$ cat src/rtl/alu_pkg.sv
// Shared definitions for the luftALU subunits: op codes and shift control types.
package alu_pkg;

    // 4-bit ALU op code shared by adder, logic and shift subunits.
    typedef logic [3:0] alu_op_t;

    localparam alu_op_t ALU_OP_SRL = 4'b0001;
    localparam alu_op_t ALU_OP_SLL = 4'b0011;
    localparam alu_op_t ALU_OP_SRA = 4'b0111;

    // Direction control for the barrel shifter core.
    typedef enum logic {
        DIR_RIGHT = 1'b0,
        DIR_LEFT  = 1'b1
    } shift_dir_t;

    // True when the op code names one of the shift operations.
    function automatic logic is_shift_op(input alu_op_t op);
        logic hit_s;
        case (op)
            ALU_OP_SRL: hit_s = 1'b1;
            ALU_OP_SLL: hit_s = 1'b1;
            ALU_OP_SRA: hit_s = 1'b1;
            default:    hit_s = 1'b0;
        endcase
        return hit_s;
    endfunction

endpackage

$ cat src/rtl/shifter_core.sv
// Combinational log2(W)-stage barrel shifter. A single right-shifter serves
// both directions: left shifts are done as reverse -> shift right -> reverse.
module shifter_core
    import alu_pkg::*;
#(
    parameter int W  = 8,
    parameter int SW = $clog2(W)
) (
    input  logic [W-1:0]  opd,
    input  logic [SW-1:0] shamt,
    input  shift_dir_t    dir,
    input  logic          arith,
    output logic [W-1:0]  result
);

    // stage_s[k] is the operand after the first k shift stages
    logic [W-1:0] stage_s [0:SW];
    logic         fill_s;

    // Sign fill only makes sense for right shifts; a left shift always fills 0.
    assign fill_s = (arith && (dir == DIR_RIGHT)) ? opd[W-1] : 1'b0;

    // Input bit-reversal for left shifts, pass-through for right shifts.
    for (genvar b = 0; b < W; b++) begin : g_rev_in
        assign stage_s[0][b] = (dir == DIR_LEFT) ? opd[W-1-b] : opd[b];
    end

    // Stage k shifts right by 2**k when shamt bit k is set.
    for (genvar k = 0; k < SW; k++) begin : g_stage
        localparam int STEP = 1 << k;
        assign stage_s[k+1] = shamt[k] ? {{STEP{fill_s}}, stage_s[k][W-1:STEP]}
                                       : stage_s[k];
    end

    // Output bit-reversal undoes the input reversal for left shifts.
    for (genvar b = 0; b < W; b++) begin : g_rev_out
        assign result[b] = (dir == DIR_LEFT) ? stage_s[SW][W-1-b] : stage_s[SW][b];
    end

endmodule

$ cat src/rtl/alu_shifter.sv
// Registered shift unit of the luftALU: SLL / SRL / SRA of opd1 by opd2's low
// bits, one cycle latency, invalid op codes yield zero with op_invalid set.
module alu_shifter
    import alu_pkg::*;
#(
    parameter int OPD_LENGTH = 8
) (
    input  logic                  clk,
    input  logic                  rst_n,
    input  logic                  in_valid,
    input  logic [OPD_LENGTH-1:0] opd1,
    input  logic [OPD_LENGTH-1:0] opd2,
    input  logic [3:0]            alu_op_select,
    output logic [OPD_LENGTH-1:0] shifter_result,
    output logic                  out_valid,
    output logic                  op_invalid
);

    localparam int SHAMT_W = $clog2(OPD_LENGTH);

    shift_dir_t              dir_s;
    logic                    arith_s;
    logic                    op_ok_s;
    logic [SHAMT_W-1:0]      shamt_s;
    logic [OPD_LENGTH-1:0]   core_result_s;
    logic [OPD_LENGTH-1:0]   next_result_s;
    logic                    unused_opd2_s;

    logic [OPD_LENGTH-1:0]   result_r;
    logic                    valid_r;
    logic                    invalid_r;

    // Only the low SHAMT_W bits select the amount; the rest are don't-care.
    assign shamt_s       = opd2[SHAMT_W-1:0];
    assign unused_opd2_s = ^opd2[OPD_LENGTH-1:SHAMT_W];

    // Op decode: map the shared ALU op code onto shifter direction and fill.
    always_comb begin
        dir_s   = DIR_RIGHT;
        arith_s = 1'b0;
        op_ok_s = is_shift_op(alu_op_t'(alu_op_select));
        case (alu_op_t'(alu_op_select))
            ALU_OP_SLL: begin
                dir_s   = DIR_LEFT;
                arith_s = 1'b0;
            end
            ALU_OP_SRL: begin
                dir_s   = DIR_RIGHT;
                arith_s = 1'b0;
            end
            ALU_OP_SRA: begin
                dir_s   = DIR_RIGHT;
                arith_s = 1'b1;
            end
            default: begin
                dir_s   = DIR_RIGHT;
                arith_s = 1'b0;
            end
        endcase
    end

    shifter_core #(
        .W  (OPD_LENGTH),
        .SW (SHAMT_W)
    ) u_core (
        .opd    (opd1),
        .shamt  (shamt_s),
        .dir    (dir_s),
        .arith  (arith_s),
        .result (core_result_s)
    );

    // Invalid op codes must not leak a shifted value onto the result bus.
    always_comb begin
        next_result_s = {OPD_LENGTH{1'b0}};
        if (op_ok_s) begin
            next_result_s = core_result_s;
        end else begin
            next_result_s = {OPD_LENGTH{1'b0}};
        end
    end

    // Output registers: async clear on reset, bubble writes zeros (no hold).
    always_ff @(posedge clk or negedge rst_n) begin
        if (!rst_n) begin
            result_r  <= {OPD_LENGTH{1'b0}};
            valid_r   <= 1'b0;
            invalid_r <= 1'b0;
        end else if (in_valid) begin
            result_r  <= next_result_s;
            valid_r   <= 1'b1;
            invalid_r <= ~op_ok_s;
        end else begin
            result_r  <= {OPD_LENGTH{1'b0}};
            valid_r   <= 1'b0;
            invalid_r <= 1'b0;
        end
    end

    assign shifter_result = result_r;
    assign out_valid      = valid_r;
    assign op_invalid     = invalid_r;

endmodule

$ cat config.mk
export PLATFORM = sky130hd
export DESIGN_NAME = alu_shifter
export DESIGN_NICKNAME = d
export VERILOG_FILES = /design/src/rtl/alu_pkg.sv /design/src/rtl/shifter_core.sv /design/src/rtl/alu_shifter.sv
export SDC_FILE = /design/constraint.sdc
export NUM_CORES = 1
export LEC_CHECK = 0
export CAP_MARGIN = 20
export CELL_PAD_IN_SITES_DETAIL_PLACEMENT = 0
export CELL_PAD_IN_SITES_GLOBAL_PLACEMENT = 2
export CORE_UTILIZATION = 24
export DETAILED_ROUTE_END_ITERATION = 12
export PLACE_DENSITY_LB_ADDON = 0.1
export SYNTH_ARGS = -nofsm -noshare
export SYNTH_HDL_FRONTEND = slang
export SYNTH_SLANG_ARGS = --single-unit
$ cat constraint.sdc
create_clock -name clk -period 0.8 [get_ports clk]
set_input_delay 0.24 -clock clk [delete_from_list [all_inputs] [get_ports clk]]
set_output_delay 0.24 -clock clk [all_outputs]
set_load 0.01 [all_outputs]
==> results of run 1 <==
==> routing by layer <==
layer,global-route usage [%],vias to the layer above,part of all wire (%)
met5,0,-,0
met4,6.522,0,1.7
met3,2.083,6,4.3
met2,23.97,25,52
met1,16.09,443,42
li1,-,482,-
==> placed cells by master (no fill, tap or decap), types with 4 or more instances in the layout <==
cell type	Yosys	final
nor2_1	7	7
buf_6	2	9
dfrtp_1	10	10
mux2i_1	7	7
buf_2	2	10
clkdlybuf4s50_1	0	5
buf_4	0	32
mux4_2	6	7
nand2_1	4	4
dlygate4sd2_1	0	5
==> power breakdown <==
group	total (mW)	switching (mW)	leakage [nW]	internal [mW]
Clock	0.476	0.151	0.0216	0.325
Sequential	0.525	0.00278	0.135	0.523
Combinational	0.641	0.286	0.622	0.355
Total	1.64	0.439	0.779	1.20
==> through the flow <==
stage	util, %	setup WS (ps)	setup TNS, ps
global placement	39.25	-1634	-15890
floorplan	-	-946.1	-6992
detailed placement	39.25	-1663	-16090
finish	43.10	-955.7	-8566
global route	43.10	-992.3	-9259
CTS	40.94	-904.3	-8299
==> cell families after synthesis <==
group	synth area share, %
and+or+nand+nor	19.54
AOI/OAI and AO/OA	19.79
DFF	25.87
muxes	27.43
xor gates and xnor gates	1.682
buffers and inverters	5.691
==> flip-flops by register name, summed over array words and instances (netlist names) <==
register,flops
op_invalid,1
out_valid,1
shifter_result,8
==> worst max-delay path by stage <==
stage	end	cells past startpoint	slack, ps	startpoint
final	shifter_result[0]$_DFF_PN0_	6	-960	alu_op_select[2]
after global placement	shifter_result[4]$_DFF_PN0_	6	-1630	alu_op_select[0]
after detailed placement	shifter_result[4]$_DFF_PN0_	6	-1660	alu_op_select[0]
after global routing	shifter_result[0]$_DFF_PN0_	6	-990	alu_op_select[2]
after floorplan	shifter_result[4]$_DFF_PN0_	6	-950	alu_op_select[3]
after CTS	shifter_result[5]$_DFF_PN0_	6	-900	alu_op_select[3]
==> area by class of cell <==
cell class	count	area, um2
Fill cell	367	2146
Multi-Input combinational cell	72	726.9
Timing Repair Buffer	65	543.0
Sequential cell	10	250.2
Tap cell	48	60.06
Clock buffer	3	41.29
Inverter	1	3.754
==> repair_timing <==
item | CTS | global route
gates resized for setup | 71 | 16
endpoints found under the setup margin | 19 | 19
buffers inserted | 7 | 2
pin swaps | 7 | 11
==> summary.txt, run 1 <==
Critical path
  – Crit-path max FO: 6
  – Worst setup EP type: register
  – CP peak stage delay: 540 ps
  – Worst path top cell family by delay: multiplexers
  – Worst EP required: 910 ps
  – Worst path arrival time: 1860 ps
  – Buffers & Inverters on Critical Path: 1
  – Worst setup SP type: input pin
  – Critical-path top delay cell: mux4_2
  – Crit path kind: in -> reg
  – CP cell instances: buf_6 -> and4bb_4 -> mux4_2 -> mux2i_4 -> a21oi_2 -> a32o_1

Hold path
  – Hold crit path type: in -> async

Routing
  – DR vias/cell: 4.804
  – Routed Antenna Nets: 0
  – Initial DRC count: 12
  – Drt pass-1 iters: 3
  – Via count: 956
  – DR WL/cell: 14.20 um
  – DRC Markers: 0
  – WL final: 2825 um

Clock tree
  – H-tree Lvls: 1
  – Clock root cell: clkbuf_8
  – CTS Buf Count: 3
  – CTS max path bufs: 2
  – Post-CTS Hold Buffers: 0
  – Worst-path clk slew: 40 ps
  – CTS sink count: 10
  – CTS tree: yes

Timing
  – RSZ-0062 raised after global routing: yes
  – Worst setup margin: -955.7 ps
  – FMAX: 0.5696 GHz
  – Setup violations, final: 18
  – Minimum clock period: 1756 ps
  – Max Transition Viols Final: 0
  – Slew headroom: 70.52%
  – Final period util: 219.5%
  – Final hold violations: 0
  – Worst-Margin Slew: 429.8 ps
  – Final hold slack: 330.7 ps

Global routing
  – Total global-route track usage: 13.66%
  – Largest net degree at the start of global routing: 12
  – Initial antenna violation count: 0
  – Number of global-route vias before repair: 941
  – Global-route wire length before repair: 4416 um
  – GRT overflow: 0

Power and ir drop
  – Total power: 1.642 mW
  – LEAKAGE: 0.7786 nW
  – PwrDens: 1010 nW/um2
  – Peak supply drop: 0.0003223 V

Synthesis
  – Top-count cell post-synth: dfrtp_1
  – YS warnings: 0
  – Mapped Cells: 92
  – Sequential-to-total area share from yosys stat: 25.87%
  – FFs w/ async S/R, synth: 100.0%
  – Syn nets: 115
  – Syn avg cell area: 10.51 um2
  – Share of the synthesized area in the top cell type: 25.87%
  – Synthesized area: 967.2 um2
  – Top FF cell, synth: dfrtp_1
  – Post-synth EDFFs: 0
  – Synth area leaders: dfrtp_1 26%, mux4_2 14%, mux2i_1 7.2%
  – Synth top cells by count: 10 x dfrtp_1, 7 x mux2i_1, 7 x nor2_1
  – Synth cell types: 45
  – Synth area leader: dfrtp_1
  – Post-synthesis register bit count: 10

Placement
  – IO buf count: 27
  – RD Place Congestion: 0.8484
  – Dpl hpwl: 2201 um
  – # placed instances: 187
  – Post-DP Area: 1480 um2

Finish
  – Final Cell Area: 1625 um2
  – Ant diodes: 0
  – Share of cells above drive strength 1: 52.32%
  – Fin cells: 199
  – # nets final: 176
  – Area delta synth->final: 68.05%

Job
  – Max-cap violations: 0

Floorplan
  – IO Pins: 33
  – X dimension of the die: 65.48 um
  – Core area: 3771 um2
  – Initial Utilization: 25.65%
  – Area of the die: 4288 um2
  – Standard-cell rows: 22
  – Die height: 65.48 um

Run status
  – Status: finished, violations left
  – Failing checks: negative setup slack
(Power assumes the default switching activity.)
==> run 2: changes to the inputs <==
--- a/config.mk
+++ b/config.mk
@@ -5,10 +5,13 @@
 export SDC_FILE = /design/constraint.sdc
 export NUM_CORES = 1
 export LEC_CHECK = 0
+export ABC_CLOCK_PERIOD_IN_PS = 800
 export CAP_MARGIN = 20
 export CELL_PAD_IN_SITES_DETAIL_PLACEMENT = 0
 export CELL_PAD_IN_SITES_GLOBAL_PLACEMENT = 2
+export CORE_ASPECT_RATIO = 0.75
 export CORE_UTILIZATION = 24
+export CTS_CLUSTER_DIAMETER = 60
 export DETAILED_ROUTE_END_ITERATION = 12
 export PLACE_DENSITY_LB_ADDON = 0.1
 export SYNTH_ARGS = -nofsm -noshare
==> summary.txt, run 2 (synthesis gave the netlist of run 1 again) <==
Timing
  – Setup violations, final: 18 (unchanged)
  – RSZ-0062 raised after global routing: yes
  – Minimum clock period: 1687 ps (-68.65 ps)
  – Final period util: 210.9% (-8.6 points)
  – Max Transition Viols Final: 0 (unchanged)
  – Worst-Margin Slew: 276.7 ps (-153.2 ps)
  – Slew headroom: 81.19% (+11 points)
  – Final hold violations: 0 (unchanged)
  – FMAX: 0.5928 GHz (+4.1%)
  – Worst setup margin: -887.0 ps (+68.65 ps)
  – Setup tns final: -8166 ps (+399.4 ps)

Placement
  – IO buf count: 27 (unchanged)
  – Place WS: -1621 ps (+41.30 ps)
  – # placed instances: 188 (+0.53%)
  – RD Place Congestion: 0.7624 (-10%)
  – Dpl hpwl: 2231 um (+1.4%)

Clock tree
  – Worst-path clk slew: 50 ps (about the same)
  – CTS max path bufs: 2 (unchanged)
  – CTS tree: yes
  – Clock root cell: clkbuf_8
  – CTS Buf Count: 3 (unchanged)
  – Post-CTS Hold Buffers: 0 (unchanged)
  – H-tree Lvls: 1 (unchanged)
  – CTS sink count: 10 (unchanged)

Critical path
  – Worst path top cell family by delay: multiplexers
  – Crit-path max FO: 4 (-2)
  – CP cell instances: buf_6 -> and4bb_4 -> mux4_2 -> mux2i_4 -> nor4_1 -> a221o_1
  – Buffers & Inverters on Critical Path: 1 (unchanged)
  – CP peak stage delay: 540 ps (about the same)
  – CP Depth: 6 (unchanged)
  – Worst path arrival time: 1800 ps (-60 ps)
  – Crit path kind: in -> reg
  – Critical-path top delay cell: mux4_2
  – Worst setup SP type: input pin
  – Worst EP required: 910 ps (about the same)
  – Worst setup EP type: register

Routing
  – DR WL/cell: 14.73 um (+3.8%)
  – Via count: 945 (-1.2%)
  – WL final: 2873 um (+1.7%)
  – Drt pass-1 iters: 4 (+1)
  – DR vias/cell: 4.846 (+0.88%)
  – DRC Markers: 0 (unchanged)
  – Initial DRC count: 89 (+77)
  – Routed Antenna Nets: 0 (unchanged)

Global routing
  – Number of global-route vias before repair: 916 (-2.7%)
  – Global-route wire length before repair: 4650 um (+5.3%)
  – Total global-route track usage: 14.70% (+1.0 points)
  – Initial antenna violation count: 0 (unchanged)
  – GRT overflow: 0 (unchanged)
  – Largest net degree at the start of global routing: 12 (unchanged)

Floorplan
  – IO Pins: 33 (unchanged)
  – Area of the die: 4290 um2 (about the same)
  – Die height: 56.98 um (-13%)
  – Core area: 3756 um2 (-0.40%)
  – Initial Utilization: 25.75% (+0.10 points)
  – Standard-cell rows: 19 (-14%)
  – X dimension of the die: 75.30 um (+15%)

Finish
  – Max reg flops: 8 (unchanged)
  – # fillers: 389 (+6.0%)
  – Share of cells above drive strength 1: 51.75% (-0.57 points)
  – Fin cells: 195 (-2.0%)
  – Commonest non-fill, non-tap cell in the layout: buf_4
  – # nets final: 167 (-5.1%)
  – Ant diodes: 0 (unchanged)
  – Most frequent cells in the layout: 26 x buf_4, 11 x buf_2, 10 x dfrtp_1, 7 x mux4_2, 7 x nor2_1
  – Area delta synth->final: 62.87%

Run status
  – Status: finished, violations left
  – Failing checks: negative setup slack

Power and ir drop
  – Peak supply drop: 0.0006843 V (+110%)
  – LEAKAGE: 0.7323 nW (-5.9%)
  – PwrDens: 1121 nW/um2 (+11%)

Hold path
  – Hold crit path type: in -> async

Job
  – Max-cap violations: 0 (unchanged)
[run 2: cell types whose count changed in the layout (fill, tap and decap cells not counted), moves of 3 or more]
cell     change
buf_4        -6
buf_6        -3
mux2i_1      -3
mux2i_2      +3
[run 2: final cells by class]
class | instances | area, um2 | share of cell area, %
clock buffers | 4 | 55.05 | 3.495
inverters | 1 | 3.754 | 0.2383
multi-input cells | 72 | 750.7 | 47.66
flip-flops and latches | 10 | 250.2 | 15.89
well taps | 52 | 65.06 | 4.130
repair buffers | 56 | 450.4 | 28.59
[run 2: how the worst max path moves through the flow]
| stage | slack [ps] | end | start |
|---|---|---|---|
| 2_1_floorplan | -950 | shifter_result[4]$_DFF_PN0_ | alu_op_select[3] |
| 3_3_place_gp | -1570 | shifter_result[0]$_DFF_PN0_ | alu_op_select[0] |
| 3_5_place_dp | -1620 | shifter_result[0]$_DFF_PN0_ | alu_op_select[0] |
| 4_1_cts | -900 | shifter_result[4]$_DFF_PN0_ | alu_op_select[3] |
| 5_1_grt | -930 | shifter_result[5]$_DFF_PN0_ | alu_op_select[3] |
| 6_report | -890 | shifter_result[4]$_DFF_PN0_ | alu_op_select[3] |
[run 2: where the power goes]
part	total, mW	switching (mW)	internal, mW
Clock	0.615	0.184	0.431
Combinational	0.626	0.289	0.337
Sequential	0.525	0.00325	0.522
[run 2: metrics by stage]
stage / utilization, % / hold WS [ps] / power (mW) / instance area, um2
6_report: 41.94 / 293.9 / 1.766 / 1575
3_5_place_dp: 38.61 / 547.5 / 1.105 / 1450
4_1_cts: 40.24 / 297.2 / 1.748 / 1511
2_1_floorplan: - / -55.59 / 0.8194 / 970.9
3_3_place_gp: 38.61 / 539.5 / 1.106 / 1450
5_1_grt: 41.94 / 313.4 / 1.874 / 1575
[run 2: repair_timing]
| item | in CTS | in global routing |
|---|---|---|
| gates cloned | 0 | 0 |
| buffers inserted | 2 | 1 |
| resized for setup | 76 | 12 |
| pin swaps | 6 | 6 |
| endpoints found under the hold margin | 0 | 0 |
| setup endpoints to repair | 19 | 19 |
[run 2: metal layers]
| metal | up-vias | global-route usage [%] | share of wire [%] |
|---|---|---|---|
| li1 | 465 | - | - |
| met1 | 453 | 22.19 | 50 |
| met2 | 27 | 21.30 | 46 |
| met3 | 0 | 3.887 | 4.0 |
| met4 | 0 | 2.381 | 0 |
| met5 | - | 0 | 0 |
